`src/rtl/traffic_light_monitor.sv`:
```
// traffic_light_monitor
//
// Watches the three sensed lamps of a traffic-light controller and tracks
// which phase the controller is in. It enforces the legal order
// GREEN -> YELLOW -> RED -> GREEN. It also checks that each phase lasts
// between MIN_PHASE and MAX_PHASE cycles.
// Any violation latches a sticky fault and a fault code. The fault and code
// hold until clear_fault is sampled high.
//
// Parameters
//   MIN_PHASE   : minimum legal phase length in cycles
//   MAX_PHASE   : maximum legal phase length in cycles (MIN_PHASE..255)
//
// Ports
//   clock       : in  - single clock, rising edge
//   reset_n     : in  - asynchronous active-low reset
//   red         : in  - sensed red lamp
//   yellow      : in  - sensed yellow lamp
//   green       : in  - sensed green lamp
//   clear_fault : in  - synchronous request to return to IDLE
//   phase       : out - 00 IDLE/FAULT, 01 GREEN, 10 YELLOW, 11 RED
//   fault       : out - sticky fault flag
//   fault_code  : out - 0 none, 1 MULTI, 2 DARK, 3 SEQ, 4 SHORT, 5 TIMEOUT
//   phase_done  : out - one-cycle pulse on each legal phase change
//   phase_len   : out - length of the last completed phase
//   cycle_count : out - number of completed RED->GREEN changes (wraps)

module traffic_light_monitor #(
   parameter int MIN_PHASE = 1,
   parameter int MAX_PHASE = 16
) (
   input  logic       clock,
   input  logic       reset_n,
   input  logic       red,
   input  logic       yellow,
   input  logic       green,
   input  logic       clear_fault,
   output logic [1:0] phase,
   output logic       fault,
   output logic [2:0] fault_code,
   output logic       phase_done,
   output logic [7:0] phase_len,
   output logic [7:0] cycle_count
);

   typedef enum logic [2:0] {
      ST_IDLE,
      ST_GREEN,
      ST_YELLOW,
      ST_RED,
      ST_FAULT
   } state_t;

   localparam logic [2:0] CODE_NONE    = 3'd0;
   localparam logic [2:0] CODE_MULTI   = 3'd1;
   localparam logic [2:0] CODE_DARK    = 3'd2;
   localparam logic [2:0] CODE_SEQ     = 3'd3;
   localparam logic [2:0] CODE_SHORT   = 3'd4;
   localparam logic [2:0] CODE_TIMEOUT = 3'd5;

   // A lamp held for its sample that brings the count up to MAX_PHASE is the
   // timeout point, so the comparison is against the count before that
   // sample (MAX_PHASE-1).
   localparam logic [7:0] MAX_LIMIT = 8'(MAX_PHASE - 1);
   localparam logic [7:0] MIN_LIMIT = 8'(MIN_PHASE);

   state_t     r_state;
   logic [7:0] r_cnt;
   logic [1:0] r_phase;
   logic       r_fault;
   logic [2:0] r_code;
   logic       r_done;
   logic [7:0] r_len;
   logic [7:0] r_cycles;

   state_t     w_stateNext;
   logic [7:0] w_cntNext;
   logic [1:0] w_phaseNext;
   logic       w_faultNext;
   logic [2:0] w_codeNext;
   logic       w_doneNext;
   logic [7:0] w_lenNext;
   logic [7:0] w_cyclesNext;

   logic       w_multi;
   logic       w_dark;
   logic       w_curLit;
   logic       w_nextLit;
   state_t     w_nextLamp;
   logic       w_raise;
   logic [2:0] w_raiseCode;

   assign w_multi = (red & yellow) | (red & green) | (yellow & green);
   assign w_dark  = ~(red | yellow | green);

   // Which lamp belongs to the current phase and which lamp is the legal
   // successor. Outside the lamp states, neither lamp is considered lit.
   always_comb begin
      w_curLit   = 1'b0;
      w_nextLit  = 1'b0;
      w_nextLamp = ST_IDLE;
      case (r_state)
         ST_GREEN: begin
            w_curLit   = green;
            w_nextLit  = yellow;
            w_nextLamp = ST_YELLOW;
         end
         ST_YELLOW: begin
            w_curLit   = yellow;
            w_nextLit  = red;
            w_nextLamp = ST_RED;
         end
         ST_RED: begin
            w_curLit   = red;
            w_nextLit  = green;
            w_nextLamp = ST_GREEN;
         end
         default: begin
            w_curLit   = 1'b0;
            w_nextLit  = 1'b0;
            w_nextLamp = ST_IDLE;
         end
      endcase
   end

   // Next-state and next-output logic. Fault checks are ordered by priority.
   // A detected fault is applied at the end through w_raise, so that every
   // fault type takes the same path into FAULT. clear_fault overrides
   // everything else in the same cycle.
   always_comb begin
      w_stateNext  = r_state;
      w_cntNext    = r_cnt;
      w_faultNext  = r_fault;
      w_codeNext   = r_code;
      w_doneNext   = 1'b0;
      w_lenNext    = r_len;
      w_cyclesNext = r_cycles;
      w_raise      = 1'b0;
      w_raiseCode  = CODE_NONE;

      if (clear_fault) begin
         w_stateNext = ST_IDLE;
         w_cntNext   = 8'd0;
         w_faultNext = 1'b0;
         w_codeNext  = CODE_NONE;
      end else begin
         case (r_state)
            ST_IDLE: begin
               if (w_multi) begin
                  w_raise     = 1'b1;
                  w_raiseCode = CODE_MULTI;
               end else if (green) begin
                  w_stateNext = ST_GREEN;
                  w_cntNext   = 8'd1;
               end else if (red | yellow) begin
                  w_raise     = 1'b1;
                  w_raiseCode = CODE_SEQ;
               end
            end
            ST_GREEN, ST_YELLOW, ST_RED: begin
               if (w_multi) begin
                  w_raise     = 1'b1;
                  w_raiseCode = CODE_MULTI;
               end else if (w_dark) begin
                  w_raise     = 1'b1;
                  w_raiseCode = CODE_DARK;
               end else if (w_curLit) begin
                  if (r_cnt >= MAX_LIMIT) begin
                     w_raise     = 1'b1;
                     w_raiseCode = CODE_TIMEOUT;
                  end else if (r_cnt != 8'hFF) begin
                     w_cntNext = r_cnt + 8'd1;
                  end
               end else if (w_nextLit) begin
                  if (r_cnt < MIN_LIMIT) begin
                     w_raise     = 1'b1;
                     w_raiseCode = CODE_SHORT;
                  end else begin
                     w_stateNext = w_nextLamp;
                     w_lenNext   = r_cnt;
                     w_doneNext  = 1'b1;
                     w_cntNext   = 8'd1;
                     if (r_state == ST_RED) begin
                        w_cyclesNext = r_cycles + 8'd1;
                     end
                  end
               end else begin
                  w_raise     = 1'b1;
                  w_raiseCode = CODE_SEQ;
               end
            end
            default: begin
               w_stateNext = ST_FAULT;
            end
         endcase

         if (w_raise) begin
            w_stateNext = ST_FAULT;
            w_cntNext   = 8'd0;
            w_faultNext = 1'b1;
            w_codeNext  = w_raiseCode;
         end
      end

      case (w_stateNext)
         ST_GREEN:  w_phaseNext = 2'b01;
         ST_YELLOW: w_phaseNext = 2'b10;
         ST_RED:    w_phaseNext = 2'b11;
         default:   w_phaseNext = 2'b00;
      endcase
   end

   // State and output registers. Reset clears all progress, including the
   // phase length and cycle statistics.
   always_ff @(posedge clock or negedge reset_n) begin
      if (!reset_n) begin
         r_state  <= ST_IDLE;
         r_cnt    <= 8'd0;
         r_phase  <= 2'b00;
         r_fault  <= 1'b0;
         r_code   <= CODE_NONE;
         r_done   <= 1'b0;
         r_len    <= 8'd0;
         r_cycles <= 8'd0;
      end else begin
         r_state  <= w_stateNext;
         r_cnt    <= w_cntNext;
         r_phase  <= w_phaseNext;
         r_fault  <= w_faultNext;
         r_code   <= w_codeNext;
         r_done   <= w_doneNext;
         r_len    <= w_lenNext;
         r_cycles <= w_cyclesNext;
      end
   end

   assign phase       = r_phase;
   assign fault       = r_fault;
   assign fault_code  = r_code;
   assign phase_done  = r_done;
   assign phase_len   = r_len;
   assign cycle_count = r_cycles;

endmodule

```
`config.mk`:
```
export PLATFORM = sky130hd
export DESIGN_NAME = traffic_light_monitor
export DESIGN_NICKNAME = d
export VERILOG_FILES = /design/src/rtl/traffic_light_monitor.sv
export SDC_FILE = /design/constraint.sdc
export NUM_CORES = 1
export LEC_CHECK = 0
export CAP_MARGIN = 20
export CORE_MARGIN = 10
export CORE_UTILIZATION = 40
export DETAILED_ROUTE_END_ITERATION = 16
export REMOVE_ABC_BUFFERS = 1
export SKIP_LAST_GASP = 1
export SYNTH_ARGS = -nofsm -noshare
export SYNTH_HDL_FRONTEND = slang
export SYNTH_SLANG_ARGS = --single-unit
```
`constraint.sdc`:
```
create_clock -name clock -period 6.8 [get_ports clock]
set_clock_uncertainty 0.2 [all_clocks]
set_input_delay 1.36 -clock clock [delete_from_list [all_inputs] [get_ports clock]]
set_output_delay 1.36 -clock clock [all_outputs]
set_load 0.02 [all_outputs]
```
=== Word-level counts from Yosys, hierarchy flattened ===
Cells that the tools add are included.

* Equal/unequal tests: 15
* Muxes and demuxes: 58
* Add/sub/neg operators: 2
* Order comparisons: 2
* Reductions and logical operators: 7
* Bitwise operators: 11

{| class="wikitable"
|+ Operator list
! cell !! count
|-
| $mux 8 || 11
|-
| $mux 3 || 17
|-
| $ne 5x5->1 const B || 4
|-
| $mux 1 || 19
|-
| $add 8x1->8 const B || 2
|-
| $ne 4x4->1 const B || 4
|-
| $pmux 8 s2 || 1
|-
| $eq 3x2->1 const B || 4
|-
| $pmux 2 s3 || 2
|-
| $pmux 3 s2 || 2
|-
| $reduce_and 9->1 || 1
|-
| $ge 8x4->1 const B || 1
|-
| $lt 8x1->1 const B || 1
|-
| $ne 8x8->1 const B || 1
|-
| $reduce_and 8->1 || 1
|-
| $reduce_and 7->1 || 1
|-
| $eq 3x1->1 const B || 2
|-
| $mux 2 || 3
|-
| $pmux 1 s3 || 2
|-
| $not 1->1 || 4
|-
| $or 1x1->1 || 4
|-
| $reduce_bool 4->1 || 1
|-
| $and 1x1->1 || 3
|-
| $logic_not 3->1 || 1
|-
| other kinds (3) || 3
|}

* Input bits: 6
* Word-level logic and storage cells: 103
* Register bits after elaboration: 34
* Output and inout bits: 23

=== Logic depth before layout (Yosys ltp) ===
Gate-level depths: netlist of the first run.

* Depth in word-level cells: 12
* Depth in mapped cells: 7
* Depth with buffers taken out: 6

=== Worst setup path after synthesis of the first run ===
No wires, ideal clock.

* Kind: input -> register
* Start point: input yellow
* End point: register r_len[0] (netlist: phase_len[0])
* Setup slack: 3.479 ns
* Library setup time: 0.125 ns
* Arrival time: 2.996 ns
* Stages on the path: 7
* Required time: 6.475 ns
* Buffers on the path: 2
* Cell sequence: buf_4 > nand4bb_1 > a31o_2 > or3_4 > or2_1 > buf_6 > mux2_4

* Cells in the longest elaborated chain, start to end: 5
* Elaborated cells on any way between the ends: 11
* Classes of those cells: mux: 2; bitwise: 8; reduce/logical: 1

{| class="wikitable"
|+ Ends and longest elaborated chain
! what !! RTL line !! text
|-
| start: declaration || 35 || <nowiki>input logic yellow,</nowiki>
|-
| $and 1x1->1 || 93 || <nowiki>assign w_multi = (red & yellow) | (red & green) | (yellow & green);</nowiki>
|-
| $or 1x1->1 (2 in a row) || 93 ||
|-
| $not 1->1 (no line) || - ||
|-
| $reduce_and 7->1 (no line) * || - ||
|-
| end signal: assignment || 232 || <nowiki>r_len <= w_lenNext;</nowiki>
|-
| end: declaration || 73 || <nowiki>logic [7:0] r_len;</nowiki>
|}

Every way passes the cells marked *; elsewhere a longest branch is shown, timed or not.
A chain may end at the register's enable or synchronous reset.

=== Worst setup path in the final report of the first run ===
* Start point: input green
* End point: register r_len[5] (netlist: phase_len[5])

* Cells in the longest elaborated chain, start to end: 5
* Elaborated cells on any way between the ends: 10
* Classes of those cells: mux: 2; bitwise: 7; reduce/logical: 1

{| class="wikitable"
|+ Ends and longest elaborated chain
! what !! RTL line !! text
|-
| start: declaration || 36 || <nowiki>input logic green,</nowiki>
|-
| $and 1x1->1 || 93 ||
|-
| $or 1x1->1 (2 in a row) || 93 ||
|-
| $not 1->1 (no line) || - ||
|-
| $reduce_and 7->1 (no line) * || - ||
|}

Marked as above.

==> impl_metrics.env, run 1 <==
export IMPL_status="complete, no violations"
export IMPL_cts_buffers=5
export IMPL_die_h_um=87.0
export IMPL_viasPerCell=5.77
export IMPL_grt_ovfl_total=0
export IMPL_cp_top_family="simple AND/OR/NAND/NOR gates"
export IMPL_multi_input_area_um2=866
export IMPL_cts_root_buf="clkbuf_8"
export IMPL_worst_ep_required_time_ps=6770
export IMPL_place_hpwl_um=2910
export IMPL_pin_count=29
export IMPL_initial_core_util=0.413
export IMPL_hold_slack_ps=267
export IMPL_layout_cells_non_filler=247
export IMPL_switching_power_mw=0.0940
export IMPL_drtIter0Drc=80
export IMPL_fmax_ghz=0.260
export IMPL_finalHoldViolations=0
export IMPL_dieArea_mm2=0.00757
export IMPL_startpoint="green"
export IMPL_ir_worst_vdd_uv=123
export IMPL_worstMarginPinSlew_ps=653
export IMPL_timing_rr_start="r_state[0]"
export IMPL_hold_buffers=0
export IMPL_io_buffer_count=28
export IMPL_end_kind="flop"
export IMPL_combPwrFrac=0.078
export IMPL_grt_max_degree=35
export IMPL_synth_seq_cells=34
export IMPL_fin_nets=203
export IMPL_fin_crit_ps=3840
export IMPL_post_route_util=0.505
export IMPL_synth_area_mm2=0.00180
export IMPL_dr_pass1_iters=6
export IMPL_p_sw_frac=0.228
export IMPL_wire_per_inst_um=17.0
export IMPL_slowest_stage="clkdlybuf4s50_1"
export IMPL_antenna_found_initial=0
export IMPL_die_w_um=87.0
export IMPL_path_buf_inv=1
export IMPL_grt_use_met1=0.145
export IMPL_yosys_area_top_type="dfrtp_1"
export IMPL_fin_ws_ps=2960
export IMPL_slew_headroom=0.562
export IMPL_synthFlopType="dfrtp_1"
export IMPL_use_met2=0.182
export IMPL_clockBufferDepth=2
export IMPL_drtAntennaViolNets=0
export IMPL_pwr_share_clk=0.418
export IMPL_fin_crit_sh=0.565
export IMPL_cts_setup_buffers=0
export IMPL_vias=1425
export IMPL_core_area_mm2=0.00435
export IMPL_cts_tree="built"
export IMPL_postPlaceCellArea_mm2=0.00209
export IMPL_clk_latency_ps=290
export IMPL_power_mw=0.412
export IMPL_maxCapViolCount=0
export IMPL_row_count=24
export IMPL_wirelength_um=4190
export IMPL_ys_seq_area_frac=0.474
export IMPL_crit_arrival_ps=3820
export IMPL_cts_sinks=34
export IMPL_worstHoldPathCells=1
export IMPL_drive_above_1_share=0.118
export IMPL_yosysWarnings=0
export IMPL_p_leak_nw=0.980
export IMPL_final_cell_area_mm2=0.00220
export IMPL_grt_pass1_wl_um=7190
export IMPL_grt_pass1_vias=1465
export IMPL_syn_inst=167
export IMPL_syn2layout_area_growth_pct=22.4
export IMPL_seq_area_um2=851
export IMPL_reg2reg_depth=5
export IMPL_met3_usage=0.0496
export IMPL_path_depth=6
export IMPL_seq_power_share=0.504
export IMPL_min_delay_start="cycle_count[7]"
export IMPL_synth_edff_count=0
export IMPL_antenna_cells=0
export IMPL_fin_tns_setup_ps=0
export IMPL_clk_pin_slew_ps=60
export IMPL_start_kind="input pin"
export IMPL_cp_max_fo=11
export IMPL_fill_cells=405
export IMPL_critPathKind="input pin to flop"
export IMPL_htree_levels=2
export IMPL_place_gp_congestion=0.898
export IMPL_dp_cells=239
export IMPL_cts_resized_gates=0
export IMPL_synth_top_area_share=0.474
export IMPL_drv_slew=0
export IMPL_avgSynthCellArea_um2=10.8
export IMPL_slowest_delay_ps=590
export IMPL_async_reset_ff_frac=1.00
export IMPL_synth_cell_type_count=46
export IMPL_worstHoldPathType="flop to flop"
export IMPL_drc_errors=0
export IMPL_pre_cts_ws_ps=2690
export IMPL_top_usage_layer="met2"
export IMPL_grt_setup_unrepaired="no"
export IMPL_setup_viol=0
export IMPL_track_usage=0.119
export IMPL_p_int_mw=0.318
export IMPL_cp_cell_sequence="clkdlybuf4s50_1 > nand4bb_1 > a31o_2 > or3_4 > or2_1 > mux2_4"
export IMPL_power_density_mw_per_mm2=187
export IMPL_synth_area_leaders="dfrtp_1 47%, mux2_4 6.7%, xnor2_1 2.4%, and2_1 2.1%, ha_1 2.1%"
==> cell usage after synthesis, types with 4 or more instances <==
master and instances:
inv_1 4, xnor2_1 5, a21oi_1 6, and3_1 5, nand2_1 10, and2_1 6
dfrtp_1 34, nand3_1 7, nand4_1 4, clkbuf_1 4, o21ai_0 7, mux2_4 8
nor2_1 10
==> logic make-up after synthesis <==
group,synth area share
compound gates,0.162
xor+xnor,0.0390
fa+ha+maj,0.0209
buf+inv,0.0446
flops,0.474
mux,0.0898
simple gates,0.171
==> power groups by stage <==
stage	sequential (mW)	clock [mW]	combinational, mW
2_1_floorplan	0.212	0	0.0133
3_3_place_gp	0.211	0	0.0310
3_5_place_dp	0.211	0	0.0322
4_1_cts	0.208	0.179	0.0324
5_1_grt	0.208	0.188	0.0356
6_report	0.208	0.172	0.0322
==> cell usage in the layout (no fill, tap or decap), drive strengths merged, types with 2 or more instances in the layout <==
cell	netlist	layout
a2111oi	3	3
a211oi	3	3
a21o	2	2
a21oi	6	6
a31o	2	2
a31oi	3	3
and2	6	6
and3	5	5
clkbuf	4	8
clkdlybuf4s50	0	28
dfrtp	34	34
ha	3	3
inv	4	4
mux2	9	9
mux2i	3	3
nand2	10	10
nand3	7	7
nand4	4	4
nand4bb	2	2
nor2	10	10
nor2b	2	2
nor3	2	2
nor4	3	3
o21a	2	2
o21ai	8	8
o221ai	3	3
o32ai	2	2
or2	2	2
xnor2	5	5
xor2	3	3
==> area by class of cell <==
class                           count  share of cell area
Sequential cell                    34               0.387
Tap cell                           52              0.0296
Clock buffer                        8              0.0501
Multi-Input combinational cell    119               0.394
Inverter                            5             0.00854
Timing Repair Buffer               29               0.131
==> per-layer routing <==
layer  share of wire  wire length (um)  vias to the layer above
met5               0                 0                        -
met4           0.012                52                        0
met3           0.078               325                        9
met2            0.45              1890                       52
met1            0.46              1920                      687
li1                -                 -                      677
==> state kept, by name, indices dropped and copies added (netlist names) <==
signal	cells
cycle_count	8
fault	1
fault_code	3
phase	2
phase_done	1
phase_len	8
r_cnt	8
r_state	3
==> path summary, 6_finish.rpt <==
check | slack, ps | to
max in group asynchronous | 4810 | cycle_count[7]
setup reg to reg | 4080 | phase_len[5]
setup / recovery | 2960 | phase_len[5]
hold / removal | 270 | cycle_count[7]
min in group asynchronous | 1280 | r_cnt[2]
hold reg to reg | 270 | cycle_count[7]
Power figures use the tool's default switching activity.
==> inputs of run 2 (changes only) <==
==> constraint.sdc (replaced) <==
create_clock -name clock -period 3.64 [get_ports clock]
set_clock_uncertainty 0.2 [all_clocks]
set_input_delay 0.728 -clock clock [delete_from_list [all_inputs] [get_ports clock]]
set_output_delay 0.728 -clock clock [all_outputs]
set_load 0.02 [all_outputs]
==> run 2 against run 1 <==
Compared with the run above:
- flip-flop and latch count is the same
- sequential share of layout area is 0.65 points lower
- worst hold slack improved by 8.9 ps
- register-to-register slack got worse by 3100 ps
- power is 80% higher
- critical path type unchanged
- critical endpoint unchanged
- highest routed layer is now met3
==> impl_metrics.env, run 2 (same netlist as run 1, synthesis figures left out) <==
export IMPL_status="complete, no violations"
export IMPL_final_common_cell="dfrtp_1"
export IMPL_final_cell_mix="34 x dfrtp_1, 28 x clkdlybuf4s50_1, 10 x nor2_1, 10 x nand2_1"
export IMPL_end_kind="flop"
export IMPL_wirelength_um=4150
export IMPL_critPathKind="input pin to flop"
export IMPL_hold_buffers=0
export IMPL_layout_cells_non_filler=254
export IMPL_grt_max_degree=35
export IMPL_wire_per_inst_um=16.3
export IMPL_grt_ovfl_total=0
export IMPL_finalHoldViolations=0
export IMPL_initial_core_util=0.413
export IMPL_worstHoldPathType="flop to flop"
export IMPL_setup_viol=0
export IMPL_ir_worst_vdd_uv=210
export IMPL_die_h_um=87.0
export IMPL_die_w_um=87.0
export IMPL_fin_crit_ps=3030
export IMPL_postPlaceCellArea_mm2=0.00214
export IMPL_dp_cells=246
export IMPL_grt_pass1_vias=1435
export IMPL_seq_power_share=0.524
export IMPL_clk_pin_slew_ps=70
export IMPL_drtAntennaViolNets=0
export IMPL_drc_errors=0
export IMPL_cts_root_buf="clkbuf_8"
export IMPL_clk_latency_ps=280
export IMPL_timing_rr_start="r_state[0]"
export IMPL_syn2layout_area_growth_pct=24.4
export IMPL_pin_count=29
export IMPL_cts_resized_gates=0
export IMPL_combPwrFrac=0.088
export IMPL_cts_tree="built"
export IMPL_power_density_mw_per_mm2=331
export IMPL_dr_pass1_iters=4
export IMPL_slowest_delay_ps=580
export IMPL_fin_crit_sh=0.832
export IMPL_pwr_share_clk=0.388
export IMPL_maxCapViolCount=0
export IMPL_start_kind="input pin"
export IMPL_drtIter0Drc=63
export IMPL_fin_tns_setup_ps=0
export IMPL_row_count=24
export IMPL_final_cell_area_mm2=0.00224
export IMPL_antenna_found_initial=0
export IMPL_drive_above_1_share=0.149
export IMPL_slew_headroom=0.609
export IMPL_cts_sinks=34
export IMPL_startpoint="yellow"
export IMPL_crit_arrival_ps=3000
export IMPL_drv_slew=0
export IMPL_hold_slack_ps=276
export IMPL_clockBufferDepth=2
export IMPL_cp_cell_sequence="clkdlybuf4s50_1 > nand4bb_1 > a31o_2 > or3_4 > or2_1 > mux2_4"
export IMPL_cp_max_fo=9
export IMPL_grt_pass1_wl_um=6820
export IMPL_cts_setup_buffers=0
export IMPL_core_area_mm2=0.00435
export IMPL_fmax_ghz=0.330
export IMPL_dieArea_mm2=0.00757
export IMPL_io_buffer_count=28
export IMPL_p_sw_frac=0.243
export IMPL_fin_nets=210
export IMPL_r2r_slack_ps=940
export IMPL_place_gp_congestion=0.915
export IMPL_viasPerCell=5.57
export IMPL_vias=1416
export IMPL_antenna_cells=0
export IMPL_cts_buffers=5
export IMPL_slowest_stage="clkdlybuf4s50_1"
export IMPL_grt_setup_unrepaired="no"
export IMPL_worst_ep_required_time_ps=3610
export IMPL_track_usage=0.110
export IMPL_place_hpwl_um=3050
export IMPL_htree_levels=2
export IMPL_min_delay_start="cycle_count[7]"
export IMPL_p_leak_nw=1.00
export IMPL_worstMarginPinSlew_ps=581
export IMPL_switching_power_mw=0.180
export IMPL_p_int_mw=0.560
run 2: cell types whose count changed in the layout (fill, tap and decap cells not counted):
| cell | change |
|---|---|
| buf_4 | +7 |
| clkbuf_8 | -2 |
| clkinv_2 | +1 |
| clkinvlp_4 | +1 |
run 2: critical path, delay by kind of cell:
family                 cells  cell delay, ps
and+or+nand+nor            3             980
AOI/OAI and AO/OA          1             330
muxes                      1             370
buffers and inverters      1             580
run 2: cell type report:
cell class                      count  area, um^2
Clock buffer                        6        82.6
Fill cell                         393        2120
Clock inverter                      2        12.5
Tap cell                           52        65.1
Multi-Input combinational cell    119         866
Inverter                            5        18.8
Sequential cell                    34         851
Timing Repair Buffer               36         340
run 2: worst paths after layout:
kind / end / cells after the start
max in group asynchronous: phase[1] / 2
worst max-delay path: phase_len[5] / 6
worst min register to register: cycle_count[7] / 1
worst min-delay path: cycle_count[7] / 1
worst max register to register: phase_len[5] / 5
min in group asynchronous: r_cnt[3] / 2
run 2: routing by layer:
metal / global-route usage / up-vias / routed length, um
met2: 0.180 / 35 / 1970
met5: 0 / - / 0
met1: 0.134 / 691 / 1910
li1: - / 690 / -
met4: 0.0295 / 0 / 0
met3: 0.0365 / 0 / 265
run 2: power by group through the flow:
stage                     Sequential (mW)  Clock (mW)  Combinational [mW]
after CTS                           0.388       0.298              0.0656
after floorplan                     0.397           0              0.0248
final                               0.388       0.287              0.0650
after global routing                0.388       0.315              0.0720
after global placement              0.395           0              0.0641
after detailed placement            0.395           0              0.0657
run 2: stage by stage:
stage          worst slack (ps)   util  total power [mW]
2_1_floorplan               992      -             0.422
3_3_place_gp                394  0.492             0.459
3_5_place_dp                327  0.492             0.461
4_1_cts                     632  0.514             0.751
5_1_grt                     527  0.514             0.775
6_report                    611  0.514             0.740
==> inputs of run 3 (changes only) <==
==> constraint.sdc (replaced) <==
create_clock -name clock -period 2.44 [get_ports clock]
set_clock_uncertainty 0.2 [all_clocks]
set_input_delay 0.488 -clock clock [delete_from_list [all_inputs] [get_ports clock]]
set_output_delay 0.488 -clock clock [all_outputs]
set_load 0.02 [all_outputs]
==> run 3 against run 2 <==
Compared with the run above:
- global-route usage grew 1.1 points
- count of clock-buffer cells in the layout is the same
- via count grew 11%
- first-iteration DRC count grew 110%
- worst setup slack lost 520 ps
- worst hold slack gained 8.3 ps
- cell count grew 10%
- cell area grew 9.8%
- sequential share of layout area shrank 3.4 points
- combinational power grew 83%
==> impl_metrics.env, run 3 (same netlist as run 1, synthesis figures left out) <==
export IMPL_status="complete, no violations"
export IMPL_pre_cts_ws_ps=-556
export IMPL_cts_tree="built"
export IMPL_slowest_stage="dfrtp_2"
export IMPL_cp_cell_sequence="nand4bb_1 > a31o_2 > or3_4 > or2_4 > buf_12 > mux2_4"
export IMPL_hold_buffers=0
export IMPL_dieArea_mm2=0.00757
export IMPL_postPlaceCellArea_mm2=0.00234
export IMPL_fill_cells=366
export IMPL_power_density_mw_per_mm2=460
export IMPL_worstMarginPinSlew_ps=430
export IMPL_grt_use_met1=0.156
export IMPL_viasPerCell=5.60
export IMPL_cts_buffers=5
export IMPL_place_hpwl_um=3310
export IMPL_end_kind="flop"
export IMPL_start_kind="flop"
export IMPL_reg2reg_depth=6
export IMPL_clockBufferDepth=2
export IMPL_drv_slew=0
export IMPL_grt_setup_unrepaired="yes"
export IMPL_fin_crit_sh=0.961
export IMPL_ir_worst_vdd_uv=341
export IMPL_seq_area_um2=852
export IMPL_cp_max_fo=9
export IMPL_use_met2=0.195
export IMPL_final_cell_area_mm2=0.00246
export IMPL_row_count=24
export IMPL_antenna_cells=0
export IMPL_worstHoldPathType="flop to flop"
export IMPL_p_leak_nw=1.14
export IMPL_pin_count=29
export IMPL_fmax_ghz=0.426
export IMPL_setup_viol=0
export IMPL_grt_pass1_wl_um=7620
export IMPL_crit_arrival_ps=2310
export IMPL_critPathKind="flop to flop"
export IMPL_clk_latency_ps=280
export IMPL_maxCapViolCount=0
export IMPL_vias=1568
export IMPL_drtIter0Drc=131
export IMPL_drive_above_1_share=0.263
export IMPL_worstHoldPathCells=1
export IMPL_dp_cells=271
export IMPL_slew_headroom=0.710
export IMPL_track_usage=0.121
export IMPL_dr_pass1_iters=4
export IMPL_final_cell_mix="33 x dfrtp_1, 33 x buf_4, 25 x clkdlybuf4s50_1, 10 x nor2_1, 10 x nand2_1"
export IMPL_initial_core_util=0.413
export IMPL_antenna_found_initial=0
export IMPL_htree_levels=2
export IMPL_finalHoldViolations=0
export IMPL_fin_tns_setup_ps=0
export IMPL_grt_max_degree=35
export IMPL_syn2layout_area_growth_pct=36.7
export IMPL_grt_ovfl_total=0
export IMPL_place_gp_congestion=0.838
export IMPL_top_usage_layer="met2"
export IMPL_grt_pass1_vias=1634
export IMPL_cts_root_buf="clkbuf_8"
export IMPL_core_area_mm2=0.00435
export IMPL_worst_ep_required_time_ps=2410
export IMPL_drtAntennaViolNets=0
export IMPL_drc_errors=0
export IMPL_met3_usage=0.0356
export IMPL_fin_nets=236
export IMPL_clk_pin_slew_ps=70
export IMPL_wire_per_inst_um=16.0
export IMPL_die_h_um=87.0
export IMPL_slowest_delay_ps=450
export IMPL_fin_crit_ps=2350
export IMPL_io_buffer_count=28
export IMPL_multi_input_area_um2=881
export IMPL_die_w_um=87.0
export IMPL_fin_ws_ps=94.6
export IMPL_layout_cells_non_filler=280
export IMPL_wirelength_um=4480
export IMPL_cts_sinks=34
-- run 3: power by group --
part	internal, mW	total [mW]	switching (mW)
Sequential	0.569	0.574	0.00493
Combinational	0.0499	0.119	0.0691
Clock	0.227	0.435	0.209
-- run 3: cell type report --
cell class                      instances  share of cell area
Multi-Input combinational cell        119               0.359
Inverter                                5             0.00764
Clock inverter                          2             0.00509
Clock buffer                            6              0.0336
Timing Repair Buffer                   62               0.222
Tap cell                               52              0.0265
Sequential cell                        34               0.347
-- run 3: repair_timing --
item                                    in CTS  in global routing
resized for setup                            6                  4
pin swaps                                    1                  0
endpoints found under the setup margin      10                  8
hold endpoints to repair                     0                  0
buffers inserted                             1                  0
-- run 3: metal layers --
metal  vias to the layer above  share of wire
li1                        744              -
met1                       784           0.47
met2                        40           0.47
met3                         0          0.059
met4                         0              0
met5                         -              0
-- run 3: worst paths after layout --
check,startpoint,to,slack (ps)
max,r_state[1],phase_len[5],90
min,cycle_count[7],cycle_count[7],280
max reg2reg,r_state[1],phase_len[5],90
min reg2reg,cycle_count[7],cycle_count[7],280
max in group asynchronous,reset_n,r_state[1],1290
min in group asynchronous,reset_n,fault_code[0],420
-- run 3: critical path, delay by kind of cell (launching register included) --
| family | cells | cell delay (ps) |
|---|---|---|
| AO/OA/AOI/OAI | 1 | 280 |
| buffers and inverters | 1 | 150 |
| flip-flops | 1 | 450 |
| multiplexers | 1 | 290 |
| AND/OR/NAND/NOR | 3 | 860 |
-- run 3: per-stage QoR --
stage / total power, mW / utilization / hold WS, ps
after CTS: 1.14 / 0.562 / 284
after global placement: 0.699 / 0.538 / 261
after detailed placement: 0.703 / 0.538 / 274
after floorplan: 0.629 / - / -7.59
after global routing: 1.17 / 0.564 / 321
final: 1.13 / 0.564 / 285
